===== src/rtl/cpu_defs.sv =====
// cpu_defs: shared multiply/divide op encodings, FSM states and datapath width.
package cpu_defs;
    localparam int MDU_WIDTH = 32;
    typedef enum logic [1:0] {
        MDU_MULT  = 2'b00,
        MDU_MULTU = 2'b01,
        MDU_DIV   = 2'b10,
        MDU_DIVU  = 2'b11
    } mdu_op_t;
    typedef enum logic [2:0] {IDLE, MUL, DIV_RUN, DIV_FIX, DONE} mdu_state_t;
endpackage


===== src/rtl/restoring_divider_core.sv =====
// restoring_divider_core: iterative unsigned divide, one quotient bit per cycle.
module restoring_divider_core #(
    parameter int WIDTH = 32,
    parameter int DIV_ITERS = WIDTH
) (
    input  logic             clk,
    input  logic             rst,
    input  logic             start,
    input  logic             abort,
    input  logic [WIDTH-1:0] dividend,
    input  logic [WIDTH-1:0] divisor,
    output logic             done,
    output logic [WIDTH-1:0] quotient,
    output logic [WIDTH-1:0] remainder
);
    localparam int CW = DIV_ITERS > 1 ? $clog2(DIV_ITERS) : 1;
    logic [WIDTH-1:0] q, d;
    logic [WIDTH:0] r;
    logic [WIDTH+1:0] r_sh, diff;
    logic [CW-1:0] count;
    logic active;
    // Quotient bits shift out of q into the remainder; diff's top bit is the trial-subtract borrow.
    assign r_sh = {r, q[WIDTH-1]};
    assign diff = r_sh - {2'b00, d};
    assign done = active && count == CW'(DIV_ITERS - 1);
    assign quotient = q;
    assign remainder = r[WIDTH-1:0];
    always_ff @(posedge clk) begin
        if (rst || abort) begin
            q <= '0;
            d <= '0;
            r <= '0;
            count <= '0;
            active <= 1'b0;
        end else if (start) begin
            q <= dividend;
            d <= divisor;
            r <= '0;
            count <= '0;
            active <= 1'b1;
        end else if (active) begin
            q <= {q[WIDTH-2:0], ~diff[WIDTH+1]};
            r <= diff[WIDTH+1] ? r_sh[WIDTH:0] : diff[WIDTH:0];
            count <= count + 1'b1;
            active <= !done;
        end
    end
endmodule


===== src/rtl/hilo_muldiv_unit.sv =====
// hilo_muldiv_unit: EX-stage MULT/MULTU/DIV/DIVU producing the {hi,lo} result.
// Owns the FSM, sign handling, the multiplier and the output registers.
module hilo_muldiv_unit
    import cpu_defs::*;
#(
    parameter int WIDTH = MDU_WIDTH,
    parameter int DIV_ITERS = WIDTH
) (
    input  logic               clk,
    input  logic               rst,
    input  logic               start,
    input  logic [1:0]         op,
    input  logic [WIDTH-1:0]   src_a,
    input  logic [WIDTH-1:0]   src_b,
    input  logic               flush,
    output logic               busy,
    output logic               hl_valid,
    output logic [2*WIDTH-1:0] hl_data
);
    mdu_state_t state, next;
    logic accept, zero_div, div_start, div_done, msigned, q_neg, r_neg, sdiv;
    logic [WIDTH-1:0] ma, mb, abs_a, abs_b, quotient, remainder, hi_fix, lo_fix;
    logic [2*WIDTH-1:0] prod;
    assign accept = start && !flush && (state == IDLE || state == DONE);
    assign zero_div = src_b == '0;
    assign div_start = accept && op[1] && !zero_div;
    assign sdiv = op == MDU_DIV;
    assign abs_a = (sdiv && src_a[WIDTH-1]) ? -src_a : src_a;
    assign abs_b = (sdiv && src_b[WIDTH-1]) ? -src_b : src_b;
    // Sign- or zero-extend to 2*WIDTH so one unsigned multiply serves both MULT and MULTU.
    assign prod = {{WIDTH{msigned & ma[WIDTH-1]}}, ma} * {{WIDTH{msigned & mb[WIDTH-1]}}, mb};
    assign hi_fix = r_neg ? -remainder : remainder;
    assign lo_fix = q_neg ? -quotient : quotient;
    restoring_divider_core #(.WIDTH(WIDTH), .DIV_ITERS(DIV_ITERS)) u_div (
        .clk(clk),
        .rst(rst),
        .start(div_start),
        .abort(flush),
        .dividend(abs_a),
        .divisor(abs_b),
        .done(div_done),
        .quotient(quotient),
        .remainder(remainder)
    );
    always_comb begin
        next = state;
        case (state)
            IDLE, DONE: next = !accept ? IDLE : !op[1] ? MUL : zero_div ? DONE : DIV_RUN;
            MUL, DIV_FIX: next = DONE;
            DIV_RUN: next = div_done ? DIV_FIX : DIV_RUN;
            default: next = IDLE;
        endcase
        if (flush) next = IDLE;
    end
    always_ff @(posedge clk) begin
        if (rst) begin
            state <= IDLE;
            busy <= 1'b0;
            hl_valid <= 1'b0;
            hl_data <= '0;
            ma <= '0;
            mb <= '0;
            msigned <= 1'b0;
            q_neg <= 1'b0;
            r_neg <= 1'b0;
        end else begin
            state <= next;
            busy <= next inside {MUL, DIV_RUN, DIV_FIX};
            hl_valid <= next == DONE;
            if (accept) begin
                ma <= src_a;
                mb <= src_b;
                msigned <= op == MDU_MULT;
                q_neg <= sdiv && (src_a[WIDTH-1] ^ src_b[WIDTH-1]);
                r_neg <= sdiv && src_a[WIDTH-1];
            end
            // Entering DONE from IDLE/DONE can only be a divide by zero.
            if (next == DONE)
                hl_data <= state == MUL ? prod : state == DIV_FIX ? {hi_fix, lo_fix} : {src_a, {WIDTH{1'b1}}};
        end
    end
endmodule


===== config.mk =====
export PLATFORM = sky130hd
export DESIGN_NAME = hilo_muldiv_unit
export DESIGN_NICKNAME = d
export VERILOG_FILES = /design/src/rtl/cpu_defs.sv /design/src/rtl/restoring_divider_core.sv /design/src/rtl/hilo_muldiv_unit.sv
export SDC_FILE = /design/constraint.sdc
export NUM_CORES = 2
export LEC_CHECK = 0
export BUFFER_PORTS_ARGS = -buffer_cell sky130_fd_sc_hd__buf_4
export CAP_MARGIN = 5
export CORE_MARGIN = 2
export CORE_UTILIZATION = 60
export CTS_BUF_LIST = sky130_fd_sc_hd__clkbuf_2 sky130_fd_sc_hd__clkbuf_4 sky130_fd_sc_hd__clkbuf_8
export CTS_CLUSTER_SIZE = 28
export DETAILED_ROUTE_END_ITERATION = 7
export PLACE_DENSITY = 0.78
export RECOVER_POWER = 50
export SLEW_MARGIN = 20
export SYNTH_ARGS = -nofsm -noshare
export SYNTH_HDL_FRONTEND = slang
export SYNTH_SLANG_ARGS = --single-unit

===== constraint.sdc =====
create_clock -name clk -period 8 [get_ports clk]
set_input_delay 0.8 -clock clk [delete_from_list [all_inputs] [get_ports clk]]
set_output_delay 0.8 -clock clk [all_outputs]
set_load 0.02 [all_outputs]

==> summary.md <==
| Metric | Value |
|---|---|
| Status | complete, but fails checks |
| Failing checks | max-capacitance violations, max-slew violations |
| TNS Setup | 0 ns |
| CP arrival | 8.37 ns |
| Min-Delay Path Class | input port to flip-flop |
| RePlAce Congestion | 0.977 |
| EDFF count, synth | 0 |
| Mean number of vias per cell | 5.82 |
| Worst path most repeated cell | fa_1 |
| Core Box Area | 85,500 µm² |
| IO Count | 136 |
| Worst-path maximum fanout | 17 |
| Count of final setup violators | 0 |
| Mapped Nets | 7,448 |
| Max Freq | 128 MHz |
| Period utilisation layout | 97.8% |
| Register area | 4850 µm² |
| Post-synthesis sequential area ratio | 9.21% |
| Clock sink count | 239 |
| Fin Hold WS | 0.447 ns |
| Final #Nets | 7,519 |
| Mapped Area | 52,000 µm² |
| Top_reg_cell synth | dfxtp_1 |
| HPWL Detailed | 119,000 µm |
| Remaining antenna violation count | 0 |
| Crit-path max cell delay | 0.56 ns |
| DR vias | 42.2k |
| P_leak | 26.7 nW |
| Final Critical Period | 7.82 ns |
| Core Rows | 107 |
| Fin. max-slew vios | 104 |
| Clk Latency, worst-skew pair | 0.63 ns |
| Tot GR Track Use | 34.3% |
| Most frequent cells in the layout | inv_1, fa_1, nand2_1 |
| Synthesis Warnings | 0 |
| Longest Clk Path Bufs | 3 |
| Max-cap violations | 2 |
| Clk slew on worst S/H paths | 0.06 ns |
| Multi-input logic area | 41,700 µm² |
| Crit path kind | flip-flop to flip-flop |
| Post-CTS Hold Fix Bufs | 0 |
| DRC viols | 0 |
| Initial antenna violation count | 5 |
| Layout fillers | 6,910 |
| Yosys reg bits | 239 |
| Layout cell share with drive strength beyond 1 | 8.78% |
| Final WL | 151,000 µm |
| Worst Path Required | 8.55 ns |
| Syn Inst Count | 6,002 |
| First-pass GRT wire length | 240,000 µm |
| Pin count of the biggest net entering global routing | 100 |
| Crit. End Element | flip-flop |
| Power per cell area | 73.4 nW/µm² |
| Yosys cell types | 86 |
| Final hold vios | 0 |
| P&R area growth vs syn | 9.19% |
| Die ar. | 89,000 µm² |
| Buffers on Ports | 135 |
| Finished layout cell area | 56,700 µm² |
| Avg WL per Cell | 20.8 µm |
| H-tree levels | 2 |
| Number of global-route vias before repair | 44.7k |
| 1st-iter DRT viols | 4,040 |
| Placed cell area | 55,400 µm² |
| Peak VDD IR | 0.000150 V |
| Relative slew slack | -172% |
| DRT Pass-1 Iters | 6 |
| CTS tree | done |
| Clk Tree Root Cell | clkbuf_8 |
| Startpoint types | flip-flop |
| Most common cell after layout, fill and taps aside | inv_1 |
| Setup Skew | 0.0213 ns |
| Mean Syn Cell Area | 8.66 µm² |
| Slowest-stage cell, CP | fa_1 |
| Grt total ovfl | 0 |
| Die height | 298 µm |
| Cts bufs inserted | 45 |
| Die width | 298 µm |
| Slew @ Worst Pin | 4.08 ns |
| Async SR Flop Fraction | 0% |
| Initial Utilization | 60.7% |
| RSZ-0062 raised after global routing | yes |
## where the power goes
group	internal, W	total, W	switching [W]
combinational	0.000608	0.00159	0.000984
clock	0.000721	0.00130	0.000582
sequential	0.00122	0.00127	0.0000485
total	0.00255	0.00416	0.00162
## critical path: cells and delay by family, from the launching register on
family,cells,cell delay [ns]
adders and majority gates,9,4.41
DFF,1,0.39
buffers and inverters,8,1.02
and+or+nand+nor,4,0.80
AOI/OAI and AO/OA,6,1.11
## layout make-up
| class | instances | share of cell area [%] |
|---|---|---|
| Antenna cell | 2 | 0.00882 |
| Timing Repair Buffer | 381 | 5.87 |
| Sequential cell | 239 | 8.56 |
| Clock inverter | 12 | 0.187 |
| Tap cell | 1144 | 2.52 |
| Multi-Input combinational cell | 4229 | 73.6 |
| Inverter | 1177 | 7.79 |
| Clock buffer | 68 | 1.51 |
## logic make-up after synthesis
group,Yosys count,share of synthesized area (%)
muxes,63,1.21
AOI/OAI and AO/OA,758,9.20
adders and majority gates,1376,49.4
and+or+nand+nor,1811,16.1
xor gates and xnor gates,221,3.76
DFF,239,9.21
buffers and inverters,1534,11.2
## registers in the layout (all words and copies together) (netlist names)
register / flops
hl_data: 64
u_div.r: 33
ma: 32
mb: 32
u_div.d: 32
u_div.quotient: 32
u_div.count: 5
state: 3
busy: 1
hl_valid: 1
msigned: 1
q_neg: 1
r_neg: 1
u_div.active: 1
## through the flow
stage                     worst slack [ns]  total power, W  util [%]  instances
after floorplan                     0.0764         0.00223         -       6002
after global placement              -0.145         0.00278      64.7       7156
after detailed placement            -0.189         0.00281      64.7       7156
after CTS                          0.00255         0.00411      65.9       7236
after global routing                -0.109         0.00436      66.3       7252
final                                0.178         0.00416      66.3       7252
## path summary, 6_finish.rpt
kind                             from                       end  slack (ns)  depth (start not counted)
min                         src_b[24]       mb[24]$_SDFFE_PP0P_        0.45                          3
max reg2reg       ma[16]$_SDFFE_PP0P_  hl_data[61]$_SDFFE_PP0P_        0.18                         27
min reg2reg  hl_data[38]$_SDFFE_PP0P_  hl_data[38]$_SDFFE_PP0P_        0.47                          2
max               ma[16]$_SDFFE_PP0P_  hl_data[61]$_SDFFE_PP0P_        0.18                         27
## metal layers
layer / up-vias / track usage, % / share of wire [%]
li1: 18400 / - / -
met1: 21100 / 43.2 / 37
met2: 2072 / 56.5 / 48
met3: 599 / 4.64 / 8.3
met4: 4 / 20.8 / 7.5
met5: - / 0 / 0.016
## Yosys cell counts (6+ instances only)
library cell  instances  area [µm²]
o31ai_1              23         173
a31oi_1              27         169
a211oi_1             76         571
o41ai_1              14         123
a311oi_1             10        87.6
or2_2                14        87.6
xnor2_1             136        1190
inv_1              1177        4420
and4_1                7        61.3
nor3_1               33         165
o21bai_1              6        45.0
nor2b_1              17         106
buf_1                 8        30.0
and3_1               33         206
o211ai_1             14         105
o221ai_1             11        96.3
nor2_1              197         739
o21ai_0             167         836
o21a_1               12        90.1
a21oi_1             261        1310
o22ai_1              10        62.6
buf_2                18        90.1
fa_1               1126       22500
a21o_1               48         360
a221oi_1              8        70.1
ha_1                250        3130
and2_1              352        2200
or4_1                11        82.6
or3_1                14        87.6
nor4_1               13        81.3
nand3_1              42         210
clkbuf_1            328        1230
nand4_1              18         113
dfxtp_1             239        4780
nand2_1            1006        3780
xor2_1               84         736
mux2i_1              63         631
nand2b_1             24         150
## repair_timing
action / CTS / global route
gates cloned: 0 / 7
endpoints found under the setup margin: 6 / 30
gates resized for setup: 11 / 130
setup buffers: 0 / 7
pin swaps: 1 / 42
Note: power is estimated with default switching activity, not from simulation.
